===== config.mk =====
export PLATFORM = sky130hd
export DESIGN_NAME = mux_rr_arbiter
export DESIGN_NICKNAME = d
export VERILOG_FILES = /design/src/rtl/mux_arb_pkg.sv /design/src/rtl/rr_pick4.sv /design/src/rtl/mux_rr_arbiter.sv
export SDC_FILE = /design/constraint.sdc
export NUM_CORES = 1
export LEC_CHECK = 0
export CAP_MARGIN = 5
export CORE_ASPECT_RATIO = 0.7
export CORE_UTILIZATION = 39
export CTS_BUF_LIST = sky130_fd_sc_hd__clkbuf_8
export DETAILED_ROUTE_END_ITERATION = 6
export PLACE_DENSITY = 0.66
export SLEW_MARGIN = 40
export SYNTH_ARGS = -nofsm -noshare
export SYNTH_HDL_FRONTEND = slang
export SYNTH_SLANG_ARGS = --single-unit

===== constraint.sdc =====
create_clock -name clk -period 2.3 [get_ports clk]
set_input_delay 0.575 -clock clk [delete_from_list [all_inputs] [get_ports clk]]
set_output_delay 0.575 -clock clk [all_outputs]
set_load 0.1 [all_outputs]

===== src/rtl/mux_arb_pkg.sv =====
// Shared types and constants for the round-robin mux-select arbiter.
// Holds the FSM encoding, requester count and the index-to-one-hot helper.
package mux_arb_pkg;

  localparam int unsigned NUM_REQ = 4;
  localparam int unsigned IDX_W   = 2;
  localparam int unsigned CNT_W   = 4;

  typedef enum logic [1:0] {
    IDLE   = 2'd0,
    SETTLE = 2'd1,
    OWN    = 2'd2
  } state_e;

  function automatic logic [NUM_REQ-1:0] onehot(input logic [IDX_W-1:0] idx);
    return NUM_REQ'(1) << idx;
  endfunction

endpackage


===== src/rtl/rr_pick4.sv =====
// Combinational round-robin picker: first set request at or after ptr+1 (mod 4).
module rr_pick4
  import mux_arb_pkg::*;
(
  input  logic [NUM_REQ-1:0] req,
  input  logic [IDX_W-1:0]   ptr,
  output logic [IDX_W-1:0]   idx,
  output logic               any
);

  logic [IDX_W-1:0] cand;

  // Walk offsets from farthest to nearest so the nearest set bit wins.
  always_comb begin
    idx  = '0;
    cand = '0;
    any  = |req;
    for (int k = NUM_REQ; k >= 1; k--) begin
      cand = ptr + IDX_W'(k);
      if (req[cand]) begin
        idx = cand;
      end
    end
  end

endmodule


===== src/rtl/mux_rr_arbiter.sv =====
// Round-robin owner FSM driving the select lines of a 4:1 mux.
// A one-cycle SETTLE gap separates owners so the mux output is never ambiguous.
module mux_rr_arbiter
  import mux_arb_pkg::*;
#(
  parameter int unsigned HOLD_MAX = 4
) (
  input  logic               clk,
  input  logic               rst,
  input  logic [NUM_REQ-1:0] req,
  output logic [NUM_REQ-1:0] grant,
  output logic               S1,
  output logic               S0,
  output logic               sel_valid
);

  localparam logic [CNT_W-1:0] CNT_MAX = CNT_W'(HOLD_MAX - 1);

  state_e             state_q, state_d;
  logic [IDX_W-1:0]   sel_q, sel_d;
  logic [IDX_W-1:0]   ptr_q, ptr_d;
  logic [CNT_W-1:0]   cnt_q, cnt_d;
  logic [NUM_REQ-1:0] grant_q, grant_d;
  logic               valid_q, valid_d;

  logic [IDX_W-1:0]   pick_idx;
  logic               pick_any;
  logic [NUM_REQ-1:0] owner_oh;
  logic               owner_req;
  logic               others;

  rr_pick4 u_pick (
    .req (req),
    .ptr (ptr_q),
    .idx (pick_idx),
    .any (pick_any)
  );

  // The select register doubles as the current winner/owner index.
  assign owner_oh  = onehot(sel_q);
  assign owner_req = req[sel_q];
  assign others    = |(req & ~owner_oh);

  always_ff @(posedge clk or posedge rst) begin
    if (rst) begin
      state_q <= IDLE;
      sel_q   <= '0;
      ptr_q   <= IDX_W'(NUM_REQ - 1);
      cnt_q   <= '0;
      grant_q <= '0;
      valid_q <= 1'b0;
    end else begin
      state_q <= state_d;
      sel_q   <= sel_d;
      ptr_q   <= ptr_d;
      cnt_q   <= cnt_d;
      grant_q <= grant_d;
      valid_q <= valid_d;
    end
  end

  always_comb begin
    state_d = state_q;
    sel_d   = sel_q;
    ptr_d   = ptr_q;
    cnt_d   = cnt_q;
    grant_d = grant_q;
    valid_d = valid_q;
    case (state_q)
      IDLE: begin
        grant_d = '0;
        valid_d = 1'b0;
        if (pick_any) begin
          sel_d   = pick_idx;
          state_d = SETTLE;
        end
      end
      SETTLE: begin
        if (owner_req) begin
          state_d = OWN;
          grant_d = owner_oh;
          valid_d = 1'b1;
          ptr_d   = sel_q;
          cnt_d   = '0;
        end else begin
          state_d = IDLE;
          grant_d = '0;
          valid_d = 1'b0;
        end
      end
      OWN: begin
        // Leave on release, or when the hold budget is spent and someone waits.
        if (!owner_req || ((cnt_q == CNT_MAX) && others)) begin
          grant_d = '0;
          valid_d = 1'b0;
          if (others) begin
            sel_d   = pick_idx;
            state_d = SETTLE;
          end else begin
            state_d = IDLE;
          end
        end else if (cnt_q != CNT_MAX) begin
          cnt_d = cnt_q + CNT_W'(1);
        end
      end
      default: begin
        state_d = IDLE;
        grant_d = '0;
        valid_d = 1'b0;
      end
    endcase
  end

  assign grant     = grant_q;
  assign S1        = sel_q[1];
  assign S0        = sel_q[0];
  assign sel_valid = valid_q;

endmodule


======== Yosys cells after proc, flatten, opt, wreduce, memory -nomap -nowiden ========
Index checks and enable logic that the tools add are counted.
operators by class
  bitwise logic cells ..................... 2
  multipliers ............................. 0
  reduce and logical (&&, ||, !) cells .... 12
  shift operators ......................... 1
  divide/modulo/power cells ............... 0
  add/subtract/negate cells ............... 4
  $lt $le $gt $ge ......................... 5
  mux-type cells .......................... 33
  eq/ne operators ......................... 10
operators by type and width
  cell                   count
  $mux W2                10
  $mux W4                5
  $pmux W4 S2            2
  $lt A2 B3 Y1 const B   5
  $ne A2 B2 Y1 const B   6
  $bmux W1 S2            5
  $mux W1                8
  $reduce_and A4 Y1      2
  $reduce_or A4 Y1       2
  $pmux W2 S3            1
  $add A2 B2 Y2 const B  2
  $add A4 B1 Y4 const B  1
  $and A4 B4 Y4          1
  $eq A4 B2 Y1 const B   1
  $ne A4 B2 Y1 const B   1
  $not A4 Y4             1
  $pmux W2 S2            1
  $reduce_and A2 Y1      2
  $reduce_bool A2 Y1     2
  $shl A1 B2 Y4 const A  1
  $add A2 B1 Y2 const B  1
  $eq A2 B1 Y1 const B   1
  $eq A2 B2 Y1 const B   1
  $logic_not A2 Y1       1
  4 further kinds        4
word-level totals
  latch bits .............................. 0
  word-level logic and storage cells ...... 73
  register bits ........................... 15
  input port bits ......................... 6
  memories kept ........................... 0
  memory bits (read-only) ................. 0
  output and inout port bits .............. 7
  RAM bits ................................ 0

======== Logic depth before layout (Yosys ltp) ========
Gate-level depths: netlist (run 1).
  depth in word-level cells ............... 9
  mapped depth ............................ 6
  gate-level depth less buffers ........... 6

======== Modules after synthesis ========
A second synthesis (run 1) with hierarchy kept.
unflattened totals
  cell total of the unflattened synthesis .. 88
  area total of the unflattened synthesis .. 853.3 um^2
by module, submodules not included
  module          sequential area each (um^2)  area each (um^2)  instances  cells an instance
  mux_rr_arbiter  377.9                        762.0             1          74
  rr_pick4        0.0                          91.3              1          14

======== Worst setup path before layout (run 1) ========
OpenSTA, ideal clock, no wires.
  kind .................................... reg-to-reg
  start ................................... reg sel_q[0]
  end ..................................... reg cnt_q[2]
  stages on the path, launching flop included .. 5
  arrival time ............................ 2304 ps
  setup time .............................. 121 ps
  buffers on the path ..................... 0
  period minus slack after synthesis ...... 2425 ps
  required time ........................... 2179 ps
  setup slack ............................. -125 ps
  cell sequence ........................... dfrtp_1 > mux4_2 > nor2b_1 > a32o_1 > a22o_1
on the way
  word-level cells in the longest chain between the ends .. 8
  elaborated cells on any way between the ends .. 12
  classes of those cells .................. 2 x eq/ne; 1 x shift; 2 x mux; 2 x bitwise; 5 x reduce/logical
RTL lines
  item                             line                  RTL
  start, declared                  mux_rr_arbiter.sv:20  logic [IDX_W-1:0] sel_q, sel_d;
  start signal, assigned           mux_rr_arbiter.sv:54  sel_q <= sel_d;
  $shl A1 B2 Y4                    mux_arb_pkg.sv:16     return NUM_REQ'(1) << idx;
  $not A4 Y4                       mux_rr_arbiter.sv:42  assign others = |(req & ~owner_oh);
  $and A4 B4 Y4                    mux_rr_arbiter.sv:42
  $reduce_or A4 Y1                 mux_rr_arbiter.sv:42
  $logic_and A1 B1 Y1              mux_rr_arbiter.sv:93  if (!owner_req || ((cnt_q == CNT_MAX) && others)) begin
  $logic_or A1 B1 Y1               mux_rr_arbiter.sv:93
  $ne A2 B2 Y1 (no line)           -
  $reduce_and A4 Y1 (no line) (*)  -
  end signal, assigned             mux_rr_arbiter.sv:56  cnt_q <= cnt_d;
  end, declared                    mux_rr_arbiter.sv:22  logic [CNT_W-1:0] cnt_q, cnt_d;
Mark *: on every way between the ends. The rest lies on a longest branch, timed or not. The select of a mux whose other input is x is not followed.
A chain may end at the register's enable or synchronous reset.

======== Worst setup path after layout (run 1) ========
  start ................................... in req[2]
  end ..................................... reg state_q[1]
on the way
  word-level cells in the longest chain between the ends .. 6
  elaborated cells on any way between the ends .. 13
  classes of those cells .................. 2 x eq/ne; 4 x mux; 1 x bitwise; 6 x reduce/logical
RTL lines
  item                                                               line                                        RTL
  start, declared                                                    mux_rr_arbiter.sv:10                        input logic [NUM_REQ-1:0] req,
  $bmux W1 S2 or $and A4 B4 Y4 (tied branches)                       mux_rr_arbiter.sv:41, mux_rr_arbiter.sv:42
  $mux W1 (implied by the code) or $reduce_or A4 Y1 (tied branches)  mux_rr_arbiter.sv:41, mux_rr_arbiter.sv:42
  $logic_not A1 Y1 or $logic_and A1 B1 Y1 (tied branches)            mux_rr_arbiter.sv:93
  $logic_or A1 B1 Y1                                                 mux_rr_arbiter.sv:93
  $ne A2 B2 Y1 (no line)                                             -
  $reduce_and A2 Y1 (no line)                                        -
  end signal, assigned                                               mux_rr_arbiter.sv:53                        state_q <= state_d;
  end, declared                                                      mux_rr_arbiter.sv:19                        state_e state_q, state_d;
Parallel ways exist; a longest one is shown, timed or not. The select of a mux whose other input is x is not followed.

==> metrics.txt, run 1 <==
final count of negative-setup-slack endpoints=0; All-Layer GR Usage=17.9%; number of hold buffers added after CTS=0; crit path capture type=flop; Die H=40.4 um; CTS buffer count=3; run status=complete, no violations; slew margin rel.=63.0%; first-pass GRT wire length=2990 um; Clock Latency Late Sink=240 ps; GPL Wtd Cong=0.798; WS Path Type=input pin to flop; Area contributors post-synth=dfrtp_1 40%, dfstp_2 6.4%, a22o_1 5.3%, mux2i_1 4.9%, a32o_1 3.6%; static leakage=0.519 nW; vias in the first global route=639; Inst Count DP=116; Non-Filler Instances=120; total of max-cap violations=0; CTS root buffer=clkbuf_8; fin. max-slew vios=0; largest net degree at the start of global routing=16; vias=668; worst-margin pin slew=555 ps; net count of the mapped netlist=86; core area=1920 um^2; Final Skew=1.84 ps; crit-path max cell delay=550 ps; final hold vios=0; Initial Util=42.9%; Clock Pin Slew Worst Setup and Hold Paths=60 ps; WL/cell=14.0 um; commonest non-fill, non-tap cell in the layout=buf_4; post-layout util=54.1%; post-CTS setup buffers=0; Cells after Synth=79; diode count=0; Avg Inst Size Synth=10.4 um^2; CP max-delay cell=mux4_2; Port Buffers=12; routed wire length=1680 um; Peak supply drop=0.743 mV; setup TNS=0 ps; row count=13; via density per instance=5.57; die width=56.9 um; HP Class=flop to flop; Final period util=93.4%; crit path time final=2150 ps; Critical Path RT=2430 ps; H-Tree Depth=1; top cell family by delay on the critical path=multiplexers; Synth top area share=39.5%; Routed Antenna Nets=0; Ports=13; layout cells sized above 1=26.5%; # fillers=183; flops & latches, synth=15; PwrDens=1450 nW/um^2; R2R Setup Slk=360 ps; RSZ-0062 raised after global routing=no; Synth warnings=0; # DRC=0; Final Net Count=106; total grt overflow=0; commonest non-fill, non-tap cells in the layout=14 x buf_4, 11 x dfrtp_1, 7 x inv_1, 7 x nand2_1; CTS tree=done; Sink Count=15; FMAX=466 MHz; DR iter-0 viols=12; Mapped Area=823 um^2; leading area contributor after synthesis=dfrtp_1; clock tree buffer depth=2; HPWL Detailed=1250 um; Buf+Inv Stages, Crit Path=1; critical-path cell list=clkdlybuf4s50_1 -> mux4_2 -> nor2b_1 -> o211a_1 -> or2_2; Seq/Total Area, Yosys=45.9%; initial antenna violation count=0; Setup WS pre-CTS=-102 ps; Fin Hold WS=489 ps; Area Overhead vs Synth=26.1%; Worst EP arrival=2280 ps; Max FO, Critical Path=6; crit path setup slack, layout=152 ps; Resized Gates After CTS=0; DRT Pass-1 Iters=2; CP startpoint kind=input pin; post-synthesis cell type count=30; Die Area=2300 um^2
## path summary, 6_finish.rpt
check                                from    endpoint  cells after the start
worst max-delay path               req[2]  state_q[1]                      5
worst min-delay path            sel_valid   sel_valid                      1
worst max register to register   cnt_q[0]    sel_q[0]                      5
worst min register to register  sel_valid   sel_valid                      1
max in group asynchronous             rst    sel_q[0]                      2
min in group asynchronous             rst   sel_valid                      2
## area by class of cell
type                            instances  area, um^2  share of cell area, %
Clock inverter                          1        3.75                  0.361
Clock buffer                            3        41.3                   3.98
Inverter                                6        22.5                   2.17
Tap cell                               22        27.5                   2.65
Timing Repair Buffer                   19         155                   14.9
Multi-Input combinational cell         54         408                   39.3
Sequential cell                        15         380                   36.6
## cell families (layout without fill, tap and decap cells)
| logic type | count (synthesis) | in the layout | synth area share [%] |
|---|---|---|---|
| AOI/OAI and AO/OA | 28 | 28 | 26.0 |
| and+or+nand+nor | 18 | 18 | 11.7 |
| DFF | 15 | 15 | 45.9 |
| buffers and inverters | 10 | 29 | 4.56 |
| muxes | 7 | 7 | 10.3 |
| adders and majority gates | 1 | 1 | 1.52 |
## metal layers
metal,vias up,track usage [%],part of all wire [%]
met2,9,28.5,41
met4,0,3.66,0.36
met5,-,0,0
met3,2,4.84,3.0
met1,322,24.9,56
li1,335,-,-
## cells in the mapped netlist, drive strengths merged
library cell,instances
o21ai,5
a22o,5
inv,6
ha,1
a41o,1
mux2i,4
dfrtp,13
or3,1
clkbuf,4
nor2,2
dfstp,2
a32o,3
a21o,4
mux4,1
o32ai,1
nand2,7
a311o,1
nor2b,2
o22ai,1
mux2,2
or2,1
a21oi,2
a31oi,2
or3b,1
nor4b,1
o211a,1
nor3,1
o2bb2ai,2
and3b,1
nand4,1
## per-stage QoR
step	cell area (um^2)	total power, mW
detailed placement	993	1.30
global route	1040	1.60
global placement	993	1.29
CTS	1040	1.51
floorplan	826	1.12
finish	1040	1.51
## report_power, final
part	internal (mW)	switching [mW]
clock	0.118	0.0899
combinational	0.280	0.503
sequential	0.371	0.144
## flip-flops by register name, indices dropped and copies added (netlist names)
register   cells
sel_valid      1
grant          4
ptr_q          2
cnt_q          4
sel_q          2
state_q        2
## worst register-to-register path, delay by kind of cell (launching register included)
family / cells / cell delay, ps
multiplexers: 1 / 130
adder cells (fa/ha/maj): 1 / 200
AND/OR/NAND/NOR: 1 / 500
AO/OA/AOI/OAI: 2 / 570
flip-flops: 1 / 420
Note: power is estimated with default switching activity, not from simulation.
==> inputs of run 2 (changes only) <==
- TNS_END_PERCENT: default -> 10
==> results of run 2 <==
No change in the layout: final DEF, timing and power equal those of run 1.
==> inputs of run 3 (changes only) <==
- CORE_ASPECT_RATIO: 0.7 -> default
- CORE_UTILIZATION: 39 -> 54
- PLACE_DENSITY: 0.66 -> 0.85
- REMOVE_ABC_BUFFERS: default -> 1
==> metrics.txt, run 3 (synthesis results as in run 1) <==
run status=complete, no violations; worst-margin pin slew=564 ps (+9.23 ps); crit-path max cell delay=440 ps (-110 ps); die width=41.0 um (-28%); FMAX=471 MHz (+1.2%); number of hold buffers added after CTS=0 (unchanged); CP max-delay cell=clkdlybuf4s50_1; final count of negative-setup-slack endpoints=0 (unchanged); Die Area=1680 um^2 (-27%); Worst EP arrival=2290 ps (about the same); Final Skew=1.06 ps (-0.784 ps); DRT Pass-1 Iters=3 (+1); crit path time final=2120 ps (-25.2 ps); diode count=0 (unchanged); All-Layer GR Usage=24.6% (+6.7 points); Routed Antenna Nets=0 (unchanged); CTS root buffer=clkbuf_8; Critical Path RT=2470 ps (+40 ps); HPWL Detailed=1250 um (+0.14%); HP Class=flop to flop; Final period util=92.3% (-1.1 points); first-pass GRT wire length=2570 um (-14%); H-Tree Depth=1 (unchanged); clock tree buffer depth=2 (unchanged); vias in the first global route=623 (-2.5%); total grt overflow=0 (unchanged); Non-Filler Instances=112 (-6.7%); final hold vios=0 (unchanged); # DRC=0 (unchanged); Ports=13 (unchanged); critical-path cell list=clkdlybuf4s50_1 -> or3_1 -> o32ai_1 -> o211a_1 -> buf_4 -> o2bb2ai_1; Final Net Count=105 (-0.94%); hold path depth=1 (unchanged); vias=691 (+3.4%); WL/cell=15.5 um (+11%); row count=13 (unchanged); layout cells sized above 1=24.7% (-1.8 points); R2R depth=5 (unchanged); commonest non-fill, non-tap cells in the layout=13 x dfrtp_1, 13 x buf_4, 7 x nand2_1, 6 x inv_1; RSZ-0062 raised after global routing=no; total of max-cap violations=0 (unchanged); initial antenna violation count=0 (unchanged); GPL Wtd Cong=0.803 (+0.61%); total power=1.51 mW (+0.61%); routed wire length=1730 um (+3.2%); Die H=41.0 um (+1.5%); static leakage=0.515 nW (-0.81%); Sink Count=15 (unchanged); top cell family by delay on the critical path=compound AO/OA/AOI/OAI gates; Port Buffers=12 (unchanged); Peak supply drop=1.14 mV (+53%); Initial Util=60.3% (+17 points); setup TNS=0 ps (unchanged); Buf+Inv Stages, Crit Path=2 (+1); slew margin rel.=62.4% (-0.62 points); core area=1370 um^2 (-29%); Area Overhead vs Synth=24.0%; Resized Gates After CTS=0 (unchanged); Clock Latency Late Sink=250 ps (about the same); Max FO, Critical Path=5 (-1); via density per instance=6.17 (+11%); Inst Count DP=108 (-6.9%); post-CTS setup buffers=0 (unchanged); fin. max-slew vios=0 (unchanged); crit path capture type=flop; CTS tree=done; post-layout util=74.7% (+21 points); largest net degree at the start of global routing=16 (unchanged); CP startpoint kind=input pin; Critical Path Stages=6 (+1); PwrDens=1480 nW/um^2 (+2.3%); DR iter-0 viols=11 (-1); Clock Pin Slew Worst Setup and Hold Paths=60 ps (about the same); WS Path Type=input pin to flop; CTS buffer count=3 (unchanged)
run 3: cell types whose count changed in the layout (fill, tap and decap cells not counted), sizes merged:
cell,before,now
buf,14,13
clkinv,0,1
inv,7,6
run 3: cell type report:
cell class,count,area [um^2]
clock buffer,3,41.3
clock inverter,1,5.00
fill,99,345
inverter,6,22.5
multi-input combinational,54,408
sequential,15,378
tap,15,18.8
timing repair buffer,18,148
run 3: where the power goes:
group	switching, mW	internal [mW]	leakage (nW)
logic	0.512	0.279	0.297
registers	0.143	0.367	0.192
clock network	0.0936	0.120	0.0255
total	0.749	0.765	0.515
run 3: through the flow:
step | worst slack, ps | hold slack (ps) | cell area [um^2]
after floorplan | -120 | 475 | 808
after global placement | -30.0 | 472 | 975
after detailed placement | -55.5 | 482 | 975
after CTS | 174 | 498 | 1020
after global routing | 70.5 | 507 | 1020
final | 177 | 495 | 1020
run 3: layer usage:
layer  up-vias  share of wire, %  track usage, %
met3         6               2.1            6.52
met2         9                52            43.0
met1       341                44            26.2
met4         0               2.5            14.2
met5         -                 0               0
li1        335                 -               -
run 3: path summary, 6_finish.rpt:
path | endpoint | from | slack, ps
worst max register to register | sel_q[1] | cnt_q[0] | 320
worst min-delay path | sel_valid | sel_valid | 490
worst max-delay path | grant[1] | req[1] | 180
worst min register to register | sel_valid | sel_valid | 490
min in group asynchronous | grant[2] | rst | 680
max in group asynchronous | ptr_q[1] | rst | 1250
